[config.mk]
export PLATFORM = sky130hd
export DESIGN_NAME = reset_sequencer_flat
export DESIGN_NICKNAME = d
export VERILOG_FILES = /design/src/rtl/rst_seq_pkg.sv /design/src/rtl/reset_sequencer_if.sv /design/src/rtl/reset_sequencer_sync.sv /design/src/rtl/reset_sequencer.sv /design/src/flat_wrapper.sv
export SDC_FILE = /design/constraint.sdc
export NUM_CORES = 1
export LEC_CHECK = 0
export ABC_AREA = 1
export CORE_ASPECT_RATIO = 1.1
export CORE_MARGIN = 2
export CORE_UTILIZATION = 54
export DETAILED_ROUTE_END_ITERATION = 16
export DONT_BUFFER_PORTS = 1
export PLACE_DENSITY = 0.71
export SETUP_SLACK_MARGIN = 0.1
export SKIP_CTS_REPAIR_TIMING = 1
export SLEW_MARGIN = 20
export SYNTH_ARGS = -nofsm -noshare
export SYNTH_HDL_FRONTEND = slang
export SYNTH_SLANG_ARGS = --single-unit
[constraint.sdc]
create_clock -name clk -period 1.09 [get_ports clk]
set_input_delay 0.327 -clock clk [delete_from_list [all_inputs] [get_ports clk]]
set_output_delay 0.327 -clock clk [all_outputs]
set_load 0.005 [all_outputs]
[src/rtl/rst_seq_pkg.sv]
// -----------------------------------------------------------------------------
// rst_seq_pkg
//
// Shared types for the reset sequencer.
//
// Contents:
//   state_t  - sequencer FSM state encoding (HOLD, RELEASE, RUN, ASSERT)
//   is_busy  - helper that reports whether a state counts as "busy"
// -----------------------------------------------------------------------------
package rst_seq_pkg;

    // Sequencer FSM states, fixed 2-bit encoding.
    typedef enum logic [1:0] {
        HOLD    = 2'd0,
        RELEASE = 2'd1,
        RUN     = 2'd2,
        ASSERT  = 2'd3
    } state_t;

    // The sequencer is busy whenever it is doing anything other than
    // sitting in RUN with every domain out of reset.
    function automatic logic is_busy(input state_t s);
        return (s != RUN);
    endfunction

endpackage

[src/rtl/reset_sequencer_if.sv]
// -----------------------------------------------------------------------------
// reset_sequencer_if
//
// Bundles the soft-reset handshake and the per-domain reset/status outputs
// of the reset sequencer.
//
// Parameters:
//   NUM_DOMAINS     - number of downstream reset domains
//
// Signals:
//   soft_rst_req_i  - soft-reset request (four-phase level handshake)
//   soft_rst_ack_o  - soft-reset acknowledge
//   domain_rst_o    - per-domain active-high reset, bit k feeds domain k
//   all_released_o  - high when every domain is out of reset
//   busy_o          - high whenever the sequencer is not in RUN
//
// Modports:
//   master - requester side (drives the request, observes everything else)
//   slave  - sequencer side
// -----------------------------------------------------------------------------
interface reset_sequencer_if #(
    parameter int NUM_DOMAINS = 4
);

    logic                   soft_rst_req_i;
    logic                   soft_rst_ack_o;
    logic [NUM_DOMAINS-1:0] domain_rst_o;
    logic                   all_released_o;
    logic                   busy_o;

    modport master (
        output soft_rst_req_i,
        input  soft_rst_ack_o,
        input  domain_rst_o,
        input  all_released_o,
        input  busy_o
    );

    modport slave (
        input  soft_rst_req_i,
        output soft_rst_ack_o,
        output domain_rst_o,
        output all_released_o,
        output busy_o
    );

endinterface

[src/rtl/reset_sequencer_sync.sv]
// -----------------------------------------------------------------------------
// reset_sync
//
// Asynchronous-assert, synchronous-deassert reset synchronizer. The chain is
// cleared the instant reset goes low; once reset is released a one is shifted
// in from the bottom, so rst_sync_n rises on the SYNC_STAGES-th rising clock
// edge after reset deasserts.
//
// Parameters:
//   SYNC_STAGES - number of flops in the chain (>= 2)
//
// Ports:
//   clk         - clock
//   reset       - asynchronous active-low reset
//   rst_sync_n  - synchronized active-low reset (high = out of reset)
// -----------------------------------------------------------------------------
module reset_sync #(
    parameter int SYNC_STAGES = 2
) (
    input  logic clk,
    input  logic reset,
    output logic rst_sync_n
);

    logic [SYNC_STAGES-1:0] sync_q;

    // Shift chain: cleared asynchronously, fills with ones one stage per
    // clock once reset is released. Only the last stage is used, so any
    // metastability in the first stage has SYNC_STAGES-1 cycles to settle.
    always_ff @(posedge clk or negedge reset) begin
        if (!reset) begin
            sync_q <= '0;
        end else begin
            sync_q <= {sync_q[SYNC_STAGES-2:0], 1'b1};
        end
    end

    assign rst_sync_n = sync_q[SYNC_STAGES-1];

endmodule

[src/rtl/reset_sequencer.sv]
// -----------------------------------------------------------------------------
// reset_sequencer
//
// Releases NUM_DOMAINS synchronous-reset domains in ascending index order,
// STAGGER_CYCLES clocks apart, after chip reset. From RUN it also services a
// four-phase soft-reset request: all domains are re-asserted, held for
// STAGGER_CYCLES clocks, then released again in the same staggered order,
// after which the request is acknowledged.
//
// Parameters:
//   NUM_DOMAINS     - number of downstream reset domains (>= 1)
//   STAGGER_CYCLES  - clocks between domain releases and soft-reset hold (>= 1)
//   SYNC_STAGES     - depth of the reset-deassertion synchronizer (>= 2)
//
// Ports:
//   clk             - clock, all state updates on its rising edge
//   reset           - asynchronous active-low chip reset
//   bus (slave)     - soft-reset handshake, per-domain resets and status
//
// Timing after chip reset: domain k leaves reset on rising edge
//   SYNC_STAGES + (k+1)*STAGGER_CYCLES counted from reset deassertion.
// Timing after a soft-reset request accepted on edge E: domain k leaves reset
//   on edge E + (k+2)*STAGGER_CYCLES and RUN is re-entered on edge
//   E + (NUM_DOMAINS+1)*STAGGER_CYCLES.
// -----------------------------------------------------------------------------
module reset_sequencer
    import rst_seq_pkg::*;
#(
    parameter int NUM_DOMAINS    = 4,
    parameter int STAGGER_CYCLES = 8,
    parameter int SYNC_STAGES    = 2
) (
    input  logic              clk,
    input  logic              reset,
    reset_sequencer_if.slave  bus
);

    localparam int CNT_W = $clog2(STAGGER_CYCLES + 1);
    localparam int IDX_W = $clog2(NUM_DOMAINS + 1);

    localparam logic [CNT_W-1:0] CNT_LAST = CNT_W'(STAGGER_CYCLES - 1);
    localparam logic [IDX_W-1:0] IDX_LAST = IDX_W'(NUM_DOMAINS - 1);

    state_t                 state_q;
    state_t                 state_d;
    logic [CNT_W-1:0]       cnt_q;
    logic [CNT_W-1:0]       cnt_d;
    logic [IDX_W-1:0]       idx_q;
    logic [IDX_W-1:0]       idx_d;
    logic [NUM_DOMAINS-1:0] domain_rst_q;
    logic [NUM_DOMAINS-1:0] domain_rst_d;
    logic                   soft_active_q;
    logic                   soft_active_d;
    logic                   ack_q;
    logic                   ack_d;
    logic                   release_step;
    logic                   rst_sync_n;

    reset_sync #(
        .SYNC_STAGES (SYNC_STAGES)
    ) u_reset_sync (
        .clk        (clk),
        .reset      (reset),
        .rst_sync_n (rst_sync_n)
    );

    // State register. Chip reset forces every domain back into reset and
    // aborts any soft-reset sequence in progress without waiting for a clock.
    always_ff @(posedge clk or negedge reset) begin
        if (!reset) begin
            state_q       <= HOLD;
            cnt_q         <= '0;
            idx_q         <= '0;
            domain_rst_q  <= '1;
            soft_active_q <= 1'b0;
            ack_q         <= 1'b0;
        end else begin
            state_q       <= state_d;
            cnt_q         <= cnt_d;
            idx_q         <= idx_d;
            domain_rst_q  <= domain_rst_d;
            soft_active_q <= soft_active_d;
            ack_q         <= ack_d;
        end
    end

    // Next-state logic.
    //
    // The edge on which HOLD sees the synchronized reset already counts as
    // the first stagger cycle of the release phase. That keeps the chip-reset
    // release of domain k at SYNC_STAGES + (k+1)*STAGGER_CYCLES edges, and
    // with STAGGER_CYCLES=1 it lets domain 0 release on that very edge.
    //
    // soft_active remembers that the current release phase came from a soft
    // request, so only that path raises the acknowledge on reaching RUN.
    always_comb begin
        state_d       = state_q;
        cnt_d         = cnt_q;
        idx_d         = idx_q;
        domain_rst_d  = domain_rst_q;
        soft_active_d = soft_active_q;
        ack_d         = ack_q;
        release_step  = 1'b0;

        case (state_q)
            HOLD: begin
                cnt_d = '0;
                idx_d = '0;
                if (rst_sync_n) begin
                    state_d      = RELEASE;
                    release_step = 1'b1;
                end
            end

            RELEASE: begin
                release_step = 1'b1;
            end

            RUN: begin
                if (ack_q) begin
                    ack_d = bus.soft_rst_req_i;
                end else if (bus.soft_rst_req_i) begin
                    state_d       = ASSERT;
                    cnt_d         = '0;
                    idx_d         = '0;
                    domain_rst_d  = '1;
                    soft_active_d = 1'b1;
                end
            end

            ASSERT: begin
                if (cnt_q == CNT_LAST) begin
                    state_d = RELEASE;
                    cnt_d   = '0;
                    idx_d   = '0;
                end else begin
                    cnt_d = cnt_q + 1'b1;
                end
            end

            default: begin
                state_d = HOLD;
            end
        endcase

        // One stagger cycle of the release phase: count, and on the last
        // count drop the reset of the current domain and move to the next.
        if (release_step) begin
            if (cnt_q == CNT_LAST) begin
                cnt_d = '0;
                for (int k = 0; k < NUM_DOMAINS; k++) begin
                    if (idx_q == IDX_W'(k)) begin
                        domain_rst_d[k] = 1'b0;
                    end
                end
                if (idx_q == IDX_LAST) begin
                    state_d = RUN;
                    idx_d   = '0;
                    if (soft_active_q) begin
                        ack_d         = 1'b1;
                        soft_active_d = 1'b0;
                    end
                end else begin
                    idx_d = idx_q + 1'b1;
                end
            end else begin
                cnt_d = cnt_q + 1'b1;
            end
        end
    end

    // Outputs are decoded straight from registered state.
    assign bus.domain_rst_o   = domain_rst_q;
    assign bus.soft_rst_ack_o = ack_q;
    assign bus.all_released_o = (state_q == RUN);
    assign bus.busy_o         = is_busy(state_q);

endmodule

[src/flat_wrapper.sv]
// flat-port wrapper written by rule: the top's interface ports become plain ports
module reset_sequencer_flat import rst_seq_pkg::*;
#(
    parameter int NUM_DOMAINS    = 4,
    parameter int STAGGER_CYCLES = 8,
    parameter int SYNC_STAGES    = 2
)
  (clk, reset, bus_soft_rst_req_i, bus_soft_rst_ack_o, bus_domain_rst_o, bus_all_released_o, bus_busy_o);
  reset_sequencer_if #(.NUM_DOMAINS(NUM_DOMAINS)) bus_i ();
  input  logic clk;
  input  logic reset;
  input wire logic [$bits(bus_i.soft_rst_req_i)-1:0] bus_soft_rst_req_i;
  output wire logic [$bits(bus_i.soft_rst_ack_o)-1:0] bus_soft_rst_ack_o;
  output wire logic [$bits(bus_i.domain_rst_o)-1:0] bus_domain_rst_o;
  output wire logic [$bits(bus_i.all_released_o)-1:0] bus_all_released_o;
  output wire logic [$bits(bus_i.busy_o)-1:0] bus_busy_o;
  assign bus_i.soft_rst_req_i = bus_soft_rst_req_i;
  assign bus_soft_rst_ack_o = bus_i.soft_rst_ack_o;
  assign bus_domain_rst_o = bus_i.domain_rst_o;
  assign bus_all_released_o = bus_i.all_released_o;
  assign bus_busy_o = bus_i.busy_o;
  reset_sequencer #(.NUM_DOMAINS(NUM_DOMAINS), .STAGGER_CYCLES(STAGGER_CYCLES), .SYNC_STAGES(SYNC_STAGES)) u_core (.clk(clk), .reset(reset), .bus(bus_i));
endmodule
# After elaboration in Yosys (flattened, before gate mapping)
# Cells that the tools add are included.
# word_totals
inputBits	3
ff_bits	17
out_inout_bits	7
elab_cells	67
# op_classes
mux	44
eq_ne	10
reduce_logical	4
addsub	2
# op_table
cell	n
4-bit 2-to-1 mux	9
1-bit 2-to-1 mux	18
3-bit 2-to-1 mux	6
2-bit 2-to-1 mux	7
4-bit one-hot mux with 3 select lines	1
3-bit one-hot mux with 3 select lines	1
3-bit by 2-bit equality test with 1-bit output, second input constant	2
2-bit one-hot mux with 3 select lines	1
4-bit by 1-bit adder with 4-bit output, second input constant	1
2-bit equality test, second input constant	2
4-bit by 3-bit equality test with 1-bit output, second input constant	1
4-bit nonzero test	1
3-bit by 1-bit adder with 3-bit output, second input constant	1
3-bit by 1-bit equality test with 1-bit output, second input constant	1
3-bit logical NOT	1
3-bit by 2-bit != test with 1-bit output, second input constant	1
3-bit != test, second input constant	1
3-bit AND reduction	1
2-bit by 1-bit equality test with 1-bit output, second input constant	1
2-bit logical NOT	1
2-bit != test, second input constant	1
1-bit one-hot mux with 2 select lines	1

# Logic depth before layout (Yosys ltp)
# logic_depth
word_depth	7
mapped_depth	8
mapped_depth_nobuf	8

# Cells and area by module
# Synthesis repeated with hierarchy kept, for this count alone.
# hier_totals
hier_cells	123
area_unflattened_um2	994.7
# by_module_without_submodules
module	seq_area_each_um2	n_inst	area_per_inst_um2	cells_each
reset_sequencer	380.4	1	940.9	120
reset_sync	50.0	1	53.8	3

# Worst setup path after synthesis
# OpenSTA, ideal clock, no wires.
# synth_path
kind	register to register
start	reg u_core.cnt_q[0]
end	reg u_core.idx_q[0]
required_ps	977
slack_ps	-97
n_path_buf	0
stages_incl_launch_ff	9
setup_ps	113
synth_period_minus_slack_ps	1187
t_arrival_ps	1074
path_cell_list	dfrtp_1 ha_1 nand2_1 nor2_2 nand2_1 nand2_1 nand2_1 nand2_1 inv_1
# synth_via
elab_chain_cells	5
# synth_lines
element	line_no	rtl
from (decl)	reset_sequencer.sv:46	logic [CNT_W-1:0] cnt_q;
from (signal assigned)	reset_sequencer.sv:79	cnt_q <= cnt_d;
4-bit by 3-bit equality test with 1-bit output *	reset_sequencer.sv:132, reset_sequencer.sv:149	
3-bit 2-to-1 mux	reset_sequencer.sv:132	if (cnt_q == CNT_LAST) begin
3-bit one-hot mux with 3 select lines	reset_sequencer.sv:105	case (state_q)
3-bit 2-to-1 mux	reset_sequencer.sv:149	if (cnt_q == CNT_LAST) begin
3-bit 2-to-1 mux *	reset_sequencer.sv:148	if (release_step) begin
net u_core.idx_d[0]	reset_sequencer.sv:49	logic [IDX_W-1:0] idx_d;
to (signal assigned)	reset_sequencer.sv:80	idx_q <= idx_d;
to (decl)	reset_sequencer.sv:48	logic [IDX_W-1:0] idx_q;
# Mark *: on every way through the listed nets, which the timed path passes. The rest lies on a longest branch.
# A chain may end at the register's enable or synchronous reset.

# Worst setup path after layout
# layout_path
start	reg u_core.state_q[0]
end	out bus_busy_o
# layout_via
elab_chain_cells	1
# layout_lines
element	line_no	rtl
from (decl)	reset_sequencer.sv:44	state_t state_q;
from (signal assigned)	reset_sequencer.sv:78	state_q <= state_d;
2-bit != test	rst_seq_pkg.sv:23	return (s != RUN);
to (decl)	flat_wrapper.sv:16	output wire logic [$bits(bus_i.busy_o)-1:0] bus_busy_o;
# No other way between the ends.

==> results.cfg <==
[flow_run]
maxCapViolCount = 0

[sta]
period_needed_ps = 1360
rsz0062_at_grt = true
final.setup.tns_ps = -2200
tightest_slew_ps = 741
holdWs_ps = 200
setup_viol_count_final = 22
setup_ws_ps = -265
slew_headroom = 0.504
fmax_ghz = 0.738
hold_viol_final = 0
slew_violations = 0
clock_skew_ps = 1.33
period_share = 1.24

[critical_path]
critPathSlowestCell = dfrtp_2
cp-start-kind = flop
crit_path_end_kind = output port
cp_max_fo = 4
crit_arrival_ps = 1030
cp_slowest_stage_delay_ps = 450
worstPathRequired_ps = 760
worstPathCellList = inv_2 > nand2_2 > buf_4
critical_path_class = flop to output port
worst_r2r_path_depth = 7

[route]
wl_um = 2100
viasPerCell = 5.39
wl_per_cell_um = 13.7
drt-initial-drc-count = 17
vias = 825
drcViolationCount = 0
postRouteAntennaNets = 0
drtPass1Iterations = 4

[die]
fp.dieH_um = 46.7
ios = 10
dieArea_sq_um = 2000
die_x_um = 42.8
placementRows = 15
start_util = 0.573
coreArea_sq_um = 1560

[clock_network]
clockRootBuffer = clkbuf_4
clockBufferDepth = 2
cts_tree = built
cts_buffers = 3
clock-sinks = 17
clock_latency_ps = 300
clkTransAtPathRegs_ps = 100
htreeDepth = 1

[grt]
grt_max_degree = 18
grt_pass1_wl_um = 2870
grt_antenna_before_repair = 0
grt.overflow.total = 0
grt_pass1_vias = 695
grt_use_total = 0.198

[worst_hold_path]
hold_class = input pin to flop
worstHoldPathCells = 2

[layout]
antenna_cells = 0
finalNetCount = 145
syn2layout_area_growth_pct = 36.4
fillers = 95
fin_cells = 153
drive_gt1_frac = 0.397

[yosys]
synth_area_leaders = dfrtp_1, nand2_1, dfstp_2, inv_1, ha_1
netlist_area_sq_um = 893
synth_most_common_cell = nand2_1
synthCells = 114
ys_ff_latch = 17
yosys.area.top_type = dfrtp_1
yosys_warnings = 0
synth_area_per_cell_sq_um = 7.84
dominantRegCellSynth = dfrtp_1
synthArstFlopShare = 1.00
synthesis.nets = 122
synthTopCellsByCount = nand2_1, inv_1, dfrtp_1
synth_top_area_share = 0.364
synth_edf_count = 0
yosysSeqAreaShare = 0.482
synth_cell_type_count = 15

[outcome]
status = finished with violations
violations = negative setup slack

[pwr]
peakVddDrop_mv = 1.38
power.density_nw_per_um2 = 2070
power_mw = 2.52
leakagePower_nw = 0.642

[placed_design]
place_inst = 142
dp_hpwl_um = 1360
gp_congestion = 0.895
io_buffer_count = 0
place_ws_ps = -144
[per-stage QoR]
step / util / area [sq um]
global route: 0.782 / 1220
CTS: 0.666 / 1040
detailed placement: 0.648 / 1010
finish: 0.782 / 1220
global placement: 0.648 / 1010
floorplan: - / 906
[cell usage in the layout (no fill, tap or decap), types with 2 or more instances in the layout]
cell,netlist,routed
dfrtp_2,0,4
nand2_1,29,26
buf_6,0,4
inv_2,0,3
a21oi_1,5,4
nor2_2,3,2
ha_1,5,3
o21ai_1,0,4
nand3_2,0,2
inv_1,23,20
nand2_4,0,2
buf_4,0,13
nand3_1,6,3
o22ai_2,0,3
o21ai_0,9,4
clkbuf_4,0,3
nor2_1,9,6
dfstp_2,4,4
ha_4,0,2
nand2_2,2,3
dfrtp_1,13,9
nor2_4,1,5
[sequential cells by signal (all words and copies together), names as in the netlist]
register / cells
u_core.bus.domain_rst_o: 4
u_core.soft_active_q: 1
u_core.bus.soft_rst_ack_o: 1
u_core.idx_q: 3
u_core.cnt_q: 4
u_core.u_reset_sync.sync_q: 2
u_core.state_q: 2
[critical path, delay by kind of cell, from the launching register on]
kind | cells | cell delay, ps
buffers and inverters | 2 | 210
and+or+nand+nor | 1 | 70
DFF | 1 | 450
[logic make-up after synthesis]
kind of cell,share of synthesized area
simple gates,0.248
fa+ha+maj,0.0700
flops,0.482
buf+inv,0.0966
other cells,0.00420
compound gates,0.0994
[final timing paths]
| path | slack, ps | from | to |
|---|---|---|---|
| worst max-delay path | -270 | u_core.state_q[0]$_DFF_PN0_ | bus_busy_o |
| worst min-delay path | 200 | bus_soft_rst_req_i | u_core.bus.soft_rst_ack_o$_DFF_PN0_ |
| min in group asynchronous | 530 | reset | u_core.cnt_q[3]$_DFFE_PN0P_ |
| max in group asynchronous | 50 | reset | u_core.cnt_q[2]$_DFFE_PN0P_ |
| worst min register to register | 370 | u_core.u_reset_sync.sync_q[0]$_DFF_PN0_ | u_core.u_reset_sync.sync_q[1]$_DFF_PN0_ |
| worst max register to register | -190 | u_core.state_q[1]$_DFF_PN0_ | u_core.idx_q[1]$_DFF_PN0_ |
[layer usage]
layer  up-vias  routed length [um]  GRT usage
li1        396                   -          -
met1       401                 880      0.237
met2        21                1080      0.345
met3         7                  87     0.0275
met4         0                  53      0.113
met5         -                   0          0
[area by class of cell]
cell class / instances / area (sq um) / share of cell area
clock buffer: 3 / 22.5 / 0.0185
clock inverter: 1 / 5.00 / 0.00411
inverter: 23 / 86.3 / 0.0708
multi-input combinational: 74 / 495 / 0.407
sequential: 17 / 435 / 0.357
tap: 17 / 21.3 / 0.0175
timing repair buffer: 18 / 153 / 0.125
[power breakdown]
part           switching, mW  internal (mW)
sequential             0.180          0.772
combinational          0.637          0.598
clock                  0.202          0.137
(Power assumes the default switching activity.)
